**config.mk**
```make
export PLATFORM = sky130hd
export DESIGN_NAME = spi_slave_frame
export DESIGN_NICKNAME = d
export VERILOG_FILES = /design/src/rtl/spi_pkg.sv /design/src/rtl/spi_in_sync.sv /design/src/rtl/spi_slave_frame.sv
export SDC_FILE = /design/constraint.sdc
export NUM_CORES = 1
export LEC_CHECK = 0
export ABC_AREA = 1
export BUFFER_PORTS_ARGS = -buffer_cell sky130_fd_sc_hd__buf_2
export CORE_MARGIN = 3
export CORE_UTILIZATION = 55
export CTS_BUF_LIST = sky130_fd_sc_hd__clkbuf_4 sky130_fd_sc_hd__clkbuf_8
export DETAILED_ROUTE_END_ITERATION = 8
export PLACE_DENSITY_LB_ADDON = 0.08
export SETUP_SLACK_MARGIN = 0.15
export SYNTH_ARGS = -nofsm -noshare
export SYNTH_HDL_FRONTEND = slang
export SYNTH_SLANG_ARGS = --single-unit
```
**constraint.sdc**
```tcl
create_clock -name clk_12mhz -period 2.3 [get_ports clk_12mhz]
set_input_delay 0.46 -clock clk_12mhz [delete_from_list [all_inputs] [get_ports clk_12mhz]]
set_output_delay 0.46 -clock clk_12mhz [all_outputs]
set_load 0.01 [all_outputs]
```
**src/rtl/spi_pkg.sv**
```systemverilog
// Shared definitions for the SPI frame slave: frame geometry and FSM state encoding.
package spi_pkg;

  localparam int FRAME_BYTES   = 3;
  localparam int BITS_PER_BYTE = 8;
  localparam int STATE_W       = 3;

  localparam logic [STATE_W-1:0] ST_IDLE = 3'd0;
  localparam logic [STATE_W-1:0] ST_CMD  = 3'd1;
  localparam logic [STATE_W-1:0] ST_DATA = 3'd2;
  localparam logic [STATE_W-1:0] ST_RESP = 3'd3;
  localparam logic [STATE_W-1:0] ST_DONE = 3'd4;

endpackage

```
**src/rtl/spi_in_sync.sv**
```systemverilog
// Multi-bit synchroniser with one extra registered stage for rise/fall detection.
module spi_in_sync #(
  parameter int               STAGES     = 2,
  parameter int               WIDTH      = 3,
  parameter logic [WIDTH-1:0] IDLE_LEVEL = '0
) (
  input  logic             i_clk,
  input  logic             i_rst_n,
  input  logic [WIDTH-1:0] i_async,
  output logic [WIDTH-1:0] o_level,
  output logic [WIDTH-1:0] o_rise,
  output logic [WIDTH-1:0] o_fall
);

  logic [WIDTH-1:0] r_sync [STAGES];
  logic [WIDTH-1:0] r_prev;
  logic [STAGES:0]  r_fill;
  logic             w_armed;

  always_ff @(posedge i_clk or negedge i_rst_n) begin
    if (!i_rst_n) begin
      for (int i = 0; i < STAGES; i++) r_sync[i] <= IDLE_LEVEL;
      r_prev <= IDLE_LEVEL;
      r_fill <= '0;
    end else begin
      r_sync[0] <= i_async;
      for (int i = 1; i < STAGES; i++) r_sync[i] <= r_sync[i-1];
      r_prev <= r_sync[STAGES-1];
      r_fill <= {r_fill[STAGES-1:0], 1'b1};
    end
  end

  // Edges are masked until real input levels have reached r_prev, so a line
  // already active when reset releases does not look like a fresh transition.
  assign w_armed = r_fill[STAGES];
  assign o_level = r_sync[STAGES-1];
  assign o_rise  = {WIDTH{w_armed}} & r_sync[STAGES-1] & ~r_prev;
  assign o_fall  = {WIDTH{w_armed}} & ~r_sync[STAGES-1] & r_prev;

endmodule

```
**src/rtl/spi_slave_frame.sv**
```systemverilog
// SPI mode-0 slave decoding command/data/response frames in the clk_12mhz domain.
module spi_slave_frame #(
  parameter int SYNC_STAGES = 2,
  parameter int FRAME_BYTES = spi_pkg::FRAME_BYTES
) (
  input  logic                        clk_12mhz,
  input  logic                        rst,
  input  logic                        spi_clk,
  input  logic                        spi_cs,
  input  logic                        spi_mosi,
  output logic                        spi_miso,
  output logic [7:0]                  cmd,
  output logic [7:0]                  wdata,
  output logic                        cmd_valid,
  output logic [7:0]                  rd_addr,
  input  logic [7:0]                  rd_data,
  output logic                        frame_err,
  output logic                        busy,
  output logic [spi_pkg::STATE_W-1:0] o_dbg_state
);
  import spi_pkg::*;

  localparam logic [7:0] LAST_RESP = 8'(FRAME_BYTES - 3);

  // Bit order: [0] SCLK, [1] CS, [2] MOSI; idle levels CS=1, SCLK=0, MOSI=0.
  logic [2:0] w_async, w_level, w_rise, w_fall;
  logic       w_sclk_rise, w_sclk_fall, w_cs_rise, w_cs_fall, w_mosi;
  logic       w_unused;

  assign w_async = {spi_mosi, spi_cs, spi_clk};

  spi_in_sync #(
    .STAGES     (SYNC_STAGES),
    .WIDTH      (3),
    .IDLE_LEVEL (3'b010)
  ) u_sync (
    .i_clk   (clk_12mhz),
    .i_rst_n (rst),
    .i_async (w_async),
    .o_level (w_level),
    .o_rise  (w_rise),
    .o_fall  (w_fall)
  );

  assign w_sclk_rise = w_rise[0];
  assign w_sclk_fall = w_fall[0];
  assign w_cs_rise   = w_rise[1];
  assign w_cs_fall   = w_fall[1];
  assign w_mosi      = w_level[2];
  assign w_unused    = ^{w_level[0], w_rise[2], w_fall[2]};

  logic [STATE_W-1:0] r_state;
  logic [2:0]         r_bit;
  logic [7:0]         r_shift, r_tx, r_cmd, r_wdata, r_rd_addr, r_resp_cnt;
  logic               r_cmd_valid, r_frame_err, r_miso;
  logic [7:0]         w_byte;
  logic               w_byte_done;

  assign w_byte      = {r_shift[6:0], w_mosi};
  assign w_byte_done = w_sclk_rise && (r_bit == 3'(BITS_PER_BYTE - 1));

  // cmd_valid is a single-cycle strobe with no back-pressure: cmd/wdata are
  // stable when it is high and stay put until the next successful byte load.
  always_ff @(posedge clk_12mhz or negedge rst) begin
    if (!rst) begin
      r_state     <= ST_IDLE;
      r_bit       <= '0;
      r_shift     <= '0;
      r_tx        <= '0;
      r_cmd       <= '0;
      r_wdata     <= '0;
      r_rd_addr   <= '0;
      r_resp_cnt  <= '0;
      r_cmd_valid <= 1'b0;
      r_frame_err <= 1'b0;
      r_miso      <= 1'b0;
    end else begin
      r_cmd_valid <= 1'b0;
      r_frame_err <= 1'b0;
      if (w_cs_rise) begin
        r_state     <= ST_IDLE;
        r_frame_err <= (r_state == ST_CMD) || (r_state == ST_DATA);
      end else begin
        case (r_state)
          ST_IDLE: begin
            if (w_cs_fall) begin
              r_state <= ST_CMD;
              r_bit   <= '0;
              r_shift <= '0;
              r_miso  <= 1'b0;
            end
          end
          ST_CMD, ST_DATA: begin
            if (w_sclk_rise) begin
              r_shift <= w_byte;
              r_bit   <= r_bit + 3'd1;
            end
            if (w_byte_done) begin
              if (r_state == ST_CMD) begin
                r_cmd     <= w_byte;
                r_rd_addr <= w_byte;
                r_state   <= ST_DATA;
              end else begin
                r_wdata     <= w_byte;
                r_cmd_valid <= 1'b1;
                r_resp_cnt  <= '0;
                r_state     <= ST_RESP;
              end
            end
          end
          ST_RESP: begin
            if (r_cmd_valid) begin
              r_tx   <= rd_data;
              r_miso <= 1'b0;
            end else begin
              // The first fall after byte 1 presents TX[7]; each later fall the next bit.
              if (w_sclk_fall) begin
                r_miso <= r_tx[7];
                r_tx   <= {r_tx[6:0], 1'b0};
              end
              if (w_sclk_rise) r_bit <= r_bit + 3'd1;
              if (w_byte_done) begin
                r_resp_cnt <= r_resp_cnt + 8'd1;
                if (r_resp_cnt == LAST_RESP) r_state <= ST_DONE;
              end
            end
          end
          ST_DONE: ;
          default: r_state <= ST_IDLE;
        endcase
      end
    end
  end

  assign spi_miso    = (r_state == ST_RESP) && r_miso;
  assign cmd         = r_cmd;
  assign wdata       = r_wdata;
  assign rd_addr     = r_rd_addr;
  assign cmd_valid   = r_cmd_valid;
  assign frame_err   = r_frame_err;
  assign busy        = ~w_level[1];
  assign o_dbg_state = r_state;

endmodule

```
==> summary.txt, run 1 <==
Floorplanning
  – Die width: 77.0 um
  – Initial Util: 0.579
  – IO Pins: 44
  – Num rows: 25
  – Die H: 77.0 um
  – DIE AREA: 5920 sq um
  – Core Box Area: 4790 sq um

Yosys
  – Yosys warns: 0
  – Cell taking the most area after synthesis: dfrtp_1
  – Top cell type's share of synthesized area: 0.506
  – Top_reg_cell synth: dfrtp_1
  – Post-Syn Area: 2770 sq um
  – Distinct cells, synth: 26
  – Top cells by area, synth: dfrtp_1 51%, nand2_1 12%, inv_1 5.8%
  – Sequential-to-total area share from yosys stat: 0.535
  – Fraction of registers with async set or reset after synthesis: 1.00
  – Post-synth EDFFs: 0
  – Syn Inst Count: 323
  – Syn_area_per_cell: 8.57 sq um
  – Synthesized net count: 340
  – Synthesis-stage register bit count: 59

Layout
  – Antenna cells: 0
  – Final instance area: 3200 sq um
  – Commonest non-fill, non-tap cells in the layout: 87 x nand2_1, 56 x dfrtp_1, 43 x inv_1, 43 x buf_2, 28 x o21ai_0
  – Nets@finish: 381
  – Share of cells above drive strength 1: 0.238
  – Area Growth Syn to Fin: 15.4%
  – Commonest non-fill, non-tap cell in the layout: nand2_1
  – FILL cells: 392
  – Post-layout util: 0.668

Clock tree
  – Post-CTS Resized: 0
  – CTS tree: built
  – Root buffer cell: clkbuf_8
  – Clock sinks: 59
  – CTS Buffer Depth: 2
  – CTS H-tree lvls: 3
  – Clock Latency Late Sink: 0.34 ns
  – # hold bufs at CTS: 0
  – Post-CTS Setup Bufs: 0
  – Reg clk slew, reported paths: 0.07 ns
  – CTS buffer count: 9

STA
  – Max Freq: 521 MHz
  – Setup_tns: 0 ns
  – Post-route setup slack: 0.379 ns
  – Worst slew margin: 0.599
  – Worst clock skew: 0.00696 ns
  – RSZ-0062 raised after global routing: false
  – Slew @ Worst Pin: 0.601 ns
  – Hold_ws: 0.120 ns
  – Final min period: 1.92 ns
  – Final Hold Vio Count: 0
  – Final slew viol count: 0
  – Endpoints failing setup: 0
  – Final period util: 0.835

Drt
  – DR DRC count: 0
  – Via count: 2134
  – Vias per inst: 4.89
  – Wire length per cell: 11.6 um
  – Pre-Repair DR Iteration Count: 4
  – Routed WL: 5.06 mm
  – Final ANT Viol Nets: 0
  – DRT iter0 DRCs: 110

Global route
  – All-Layer GR Usage: 0.197
  – Vias in the first global route: 2020
  – First-pass GRT wire length: 9.09 mm
  – Remaining Overflow, GRT: 0
  – Initial antenna violation count: 0
  – Largest net degree at the start of global routing: 34

Setup path
  – CP Launch Type: flop
  – CP Capture Type: output pin
  – Worst setup path class: reg2out
  – WP data arrival: 1.46 ns
  – Worst EP required: 1.84 ns
  – Worst-path maximum fanout: 7

Pwr
  – Cell Pwr Density: 934 nW/um^2
  – Static Leak: 1.66 nW
  – Worst vdd ir: 0.574 mV

Placed design
  – Pre-CTS setup slack: 0.607 ns
  – Post-DP HPWL: 3.59 mm
  – Port Buffers: 43
  – RD Place Congestion: 0.867
  – DP Area: 2980 sq um

Status
  – Status: finished clean

Job
  – Max-cap violations: 0

Min path
  – Worst Hold Class: in2async
-- power breakdown --
part / internal (mW) / total (mW) / switching, mW
clock: 0.612 / 1.00 / 0.388
sequential: 1.19 / 1.29 / 0.0964
combinational: 0.222 / 0.699 / 0.477
total: 2.02 / 2.98 / 0.962
-- area by class of cell --
cell class              instances  area [sq um]  area share
clock buffers                  14           180      0.0564
clock inverters                 2          35.0      0.0110
inverters                      47           176      0.0552
multi-input cells             203          1000       0.314
flip-flops and latches         59          1480       0.463
well taps                      67          83.8      0.0262
repair buffers                 44           235      0.0736
-- worst max-delay path, cell delays in order, from the launching register on --
cell and delay, ns:
dfrtp_1 0.44, inv_2 0.07, nor2_2 0.15, nand2_1 0.19, nor2_1 0.13, buf_2 0.14
-- path summary, 6_finish.rpt --
kind                                        from  depth (start not counted)  slack [ns]               end
worst max-delay path              o_dbg_state[1]                          5        0.38          spi_miso
worst min-delay path                         rst                          1        0.12        rd_addr[0]
worst max register to register  u_sync.r_prev[1]                          7        0.58          wdata[7]
worst min register to register  u_sync.r_fill[1]                          0        0.35  u_sync.r_fill[2]
max in group asynchronous                    rst                          2        1.60           r_tx[3]
min in group clk_12mhz                    spi_cs                          1        0.21  u_sync.r_sync[4]
-- logic make-up after synthesis --
logic type / share of synthesized area
flops: 0.535
simple gates: 0.221
compound gates: 0.113
fa+ha+maj: 0.0181
xor+xnor: 0.00949
other cells: 0.00135
buf+inv: 0.103
-- metal layers --
layer,part of all wire,track usage
met1,0.48,0.257
met4,0.021,0.0978
met5,0,0
met2,0.44,0.298
met3,0.054,0.0587
-- sequential cells by signal, indices dropped and copies added, names as in the netlist, 2 cells and up --
name	count
r_resp_cnt	8
r_tx	8
rd_addr	8
wdata	8
r_shift	7
o_dbg_state	3
r_bit	3
u_sync.o_level	3
u_sync.r_fill	3
u_sync.r_sync	3
u_sync.r_prev	2
-- cells in the mapped netlist (4+ instances only) --
cell type,number
nor2_1,18
buf_4,8
o21ai_2,8
ha_1,4
nand2_1,87
nand3_1,20
inv_2,4
o21ai_0,28
dfrtp_1,56
o21ai_1,15
nand2_2,6
inv_1,43
-- stage by stage --
stage,std cells,power [mW]
after detailed placement,420,2.00
final,436,2.98
after global placement,420,1.98
after CTS,436,3.01
after global routing,436,3.20
after floorplan,323,1.84
Note: power is estimated with default switching activity, not from simulation.
==> inputs of run 2 (changes only) <==
- clock period: 2.3 -> 1.85 ns (I/O delays scaled with it)
==> summary.txt, run 2 (synthesis gave the netlist of run 1 again) <==
Pwr
  – P_int: 2.45 mW (was 2.02 mW)
  – Combinational share of power: 0.254 (was 0.234)
  – Tot Pwr: 3.71 mW (was 2.98 mW)
  – Flop pwr share: 0.430 (was 0.431)
  – Static Leak: 1.68 nW (was 1.66 nW)
  – Sw frac: 0.339 (was 0.322)
  – Psw: 1.26 mW (was 0.962 mW)
  – Cell Pwr Density: 1130 nW/um^2 (was 934 nW/um^2)
  – Clock power share: 0.316 (was 0.335)
  – Worst vdd ir: 0.772 mV (was 0.574 mV)

STA
  – Final min period: 1.65 ns
  – Worst clock skew: 0.00872 ns (was 0.00696 ns)
  – Max Freq: 608 MHz
  – Endpoints failing setup: 0 (unchanged)
  – Post-route setup slack: 0.205 ns (was 0.379 ns)
  – Setup_tns: 0 ns (unchanged)
  – RSZ-0062 raised after global routing: true (was false)
  – Final period util: 0.889
  – Final Hold Vio Count: 0 (unchanged)
  – Final slew viol count: 0 (unchanged)

Layout
  – Final non-filler cell total: 443 (was 436)
  – Nets@finish: 388 (was 381)
  – Commonest non-fill, non-tap cell in the layout: nand2_1 (unchanged)
  – Area Growth Syn to Fin: 18.2% (was 15.4%)
  – Post-layout util: 0.684 (was 0.668)
  – Share of cells above drive strength 1: 0.261 (was 0.238)
  – Antenna cells: 0 (unchanged)
  – Commonest non-fill, non-tap cells in the layout: 86 x nand2_1, 55 x dfrtp_1, 43 x inv_1, 43 x buf_2, 28 x o21ai_0 (was 87 x nand2_1, 56 x dfrtp_1, 43 x inv_1, 43 x buf_2, 28 x o21ai_0)
  – FILL cells: 401 (was 392)

Drt
  – Routed WL: 5.10 mm (was 5.06 mm)
  – Pre-Repair DR Iteration Count: 4 (unchanged)
  – Wire length per cell: 11.5 um (was 11.6 um)
  – Via count: 2124 (was 2134)
  – DRT iter0 DRCs: 110 (unchanged)
  – Final ANT Viol Nets: 0 (unchanged)
  – DR DRC count: 0 (unchanged)
  – Vias per inst: 4.79 (was 4.89)

Floorplanning
  – IO Pins: 44 (unchanged)
  – Die width: 77.0 um (unchanged)
  – Initial Util: 0.579 (unchanged)
  – Die H: 77.0 um (unchanged)
  – DIE AREA: 5920 sq um (unchanged)
  – Core Box Area: 4790 sq um (unchanged)
  – Num rows: 25 (unchanged)

Setup path
  – Max stage delay on crit path: 0.46 ns (was 0.44 ns)
  – CP max-delay cell: dfrtp_2 (was dfrtp_1)
  – WP data arrival: 1.28 ns (was 1.46 ns)
  – Worst-path maximum fanout: 7 (unchanged)
  – Worst EP required: 1.48 ns (was 1.84 ns)
  – Worst setup path class: reg2out (unchanged)
  – CP Capture Type: output pin (unchanged)
  – Critical-path cell list: nor2_4, nand2_2, nor2_1, buf_2 (was inv_2, nor2_2, nand2_1, nor2_1, buf_2)
  – CP Launch Type: flop (unchanged)

Placed design
  – Post-DP HPWL: 3.67 mm (was 3.59 mm)
  – Placed cells: 423 (was 420)
  – Port Buffers: 43 (unchanged)
  – Pre-CTS setup slack: 0.155 ns (was 0.607 ns)
  – RD Place Congestion: 0.823 (was 0.867)

Global route
  – Vias in the first global route: 2040 (was 2020)
  – All-Layer GR Usage: 0.195 (was 0.197)
  – First-pass GRT wire length: 9.06 mm (was 9.09 mm)
  – Largest net degree at the start of global routing: 22 (was 34)
  – Initial antenna violation count: 0 (unchanged)
  – Remaining Overflow, GRT: 0 (unchanged)

Clock tree
  – Reg clk slew, reported paths: 0.07 ns (about the same)
  – CTS Buffer Depth: 2 (unchanged)
  – Clock Latency Late Sink: 0.34 ns (about the same)
  – CTS buffer count: 9 (unchanged)
  – CTS tree: built (unchanged)
  – CTS H-tree lvls: 3 (unchanged)
  – Root buffer cell: clkbuf_8 (unchanged)
  – Clock sinks: 59 (unchanged)

Min path
  – Worst Hold Class: in2reg (was in2async)

Status
  – Status: finished clean (unchanged)

Job
  – Max-cap violations: 0 (unchanged)
==> run 2: cell types whose count changed in the layout (fill, tap and decap cells not counted), moves of 2 or more <==
cell and delta:
buf_4 +5, clkbuf_8 -2, clkbuf_4 -2, clkinvlp_4 +4, nor2_1 -2
==> run 2: per-stage QoR <==
step	hold WS, ns	cell area [sq um]
detailed placement	0.338	3020
global route	0.107	3270
CTS	0.114	3240
floorplan	0.0744	2770
global placement	0.335	3020
finish	0.125	3270
==> run 2: cell type report <==
cell class	count	area, sq um	share of cell area
Tap cell	67	83.8	0.0256
Multi-Input combinational cell	203	1020	0.313
Timing Repair Buffer	51	303	0.0925
Inverter	47	176	0.0539
Clock buffer	10	138	0.0421
Clock inverter	6	65.1	0.0199
Sequential cell	59	1480	0.453
==> run 2: repair_timing <==
item / 4_1_cts / 5_1_grt
pin swaps: 0 / 1
endpoints found under the setup margin: 4 / 19
hold buffers: 1 / 0
buffers inserted: 1 / 2
cloned: 0 / 0
hold endpoints to repair: 17 / 0
gates resized for setup: 3 / 3
==> run 2: path summary, 6_finish.rpt <==
kind	start	end	slack, ns	cells past startpoint
min	spi_cs	u_sync.r_sync[4]	0.13	1
min reg2reg	u_sync.r_sync[5]	u_sync.o_level[2]	0.35	0
min in group asynchronous	rst	rd_addr[4]	0.51	2
max	o_dbg_state[2]	spi_miso	0.20	4
max in group asynchronous	rst	u_sync.r_prev[1]	0.79	3
max reg2reg	u_sync.r_prev[1]	r_resp_cnt[2]	0.28	8
==> run 2: routing by layer <==
metal,vias up,GRT usage,share of wire
li1,1105,-,-
met1,965,0.254,0.48
met2,44,0.301,0.46
met3,10,0.0423,0.050
met4,0,0.116,0.019
met5,-,0,0
==> run 2: power by group through the flow <==
| stage | Combinational (mW) | Sequential [mW] | Clock [mW] |
|---|---|---|---|
| global route | 1.11 | 1.62 | 1.28 |
| finish | 0.943 | 1.60 | 1.17 |
| global placement | 0.866 | 1.61 | 0 |
| detailed placement | 0.879 | 1.62 | 0 |
| CTS | 0.914 | 1.60 | 1.20 |
| floorplan | 0.679 | 1.60 | 0 |
==> run 2: worst max-delay path, delay by kind of cell (launching register included) <==
family / cells / cell delay, ns
buf+inv: 1 / 0.14
flops: 1 / 0.46
simple gates: 3 / 0.34
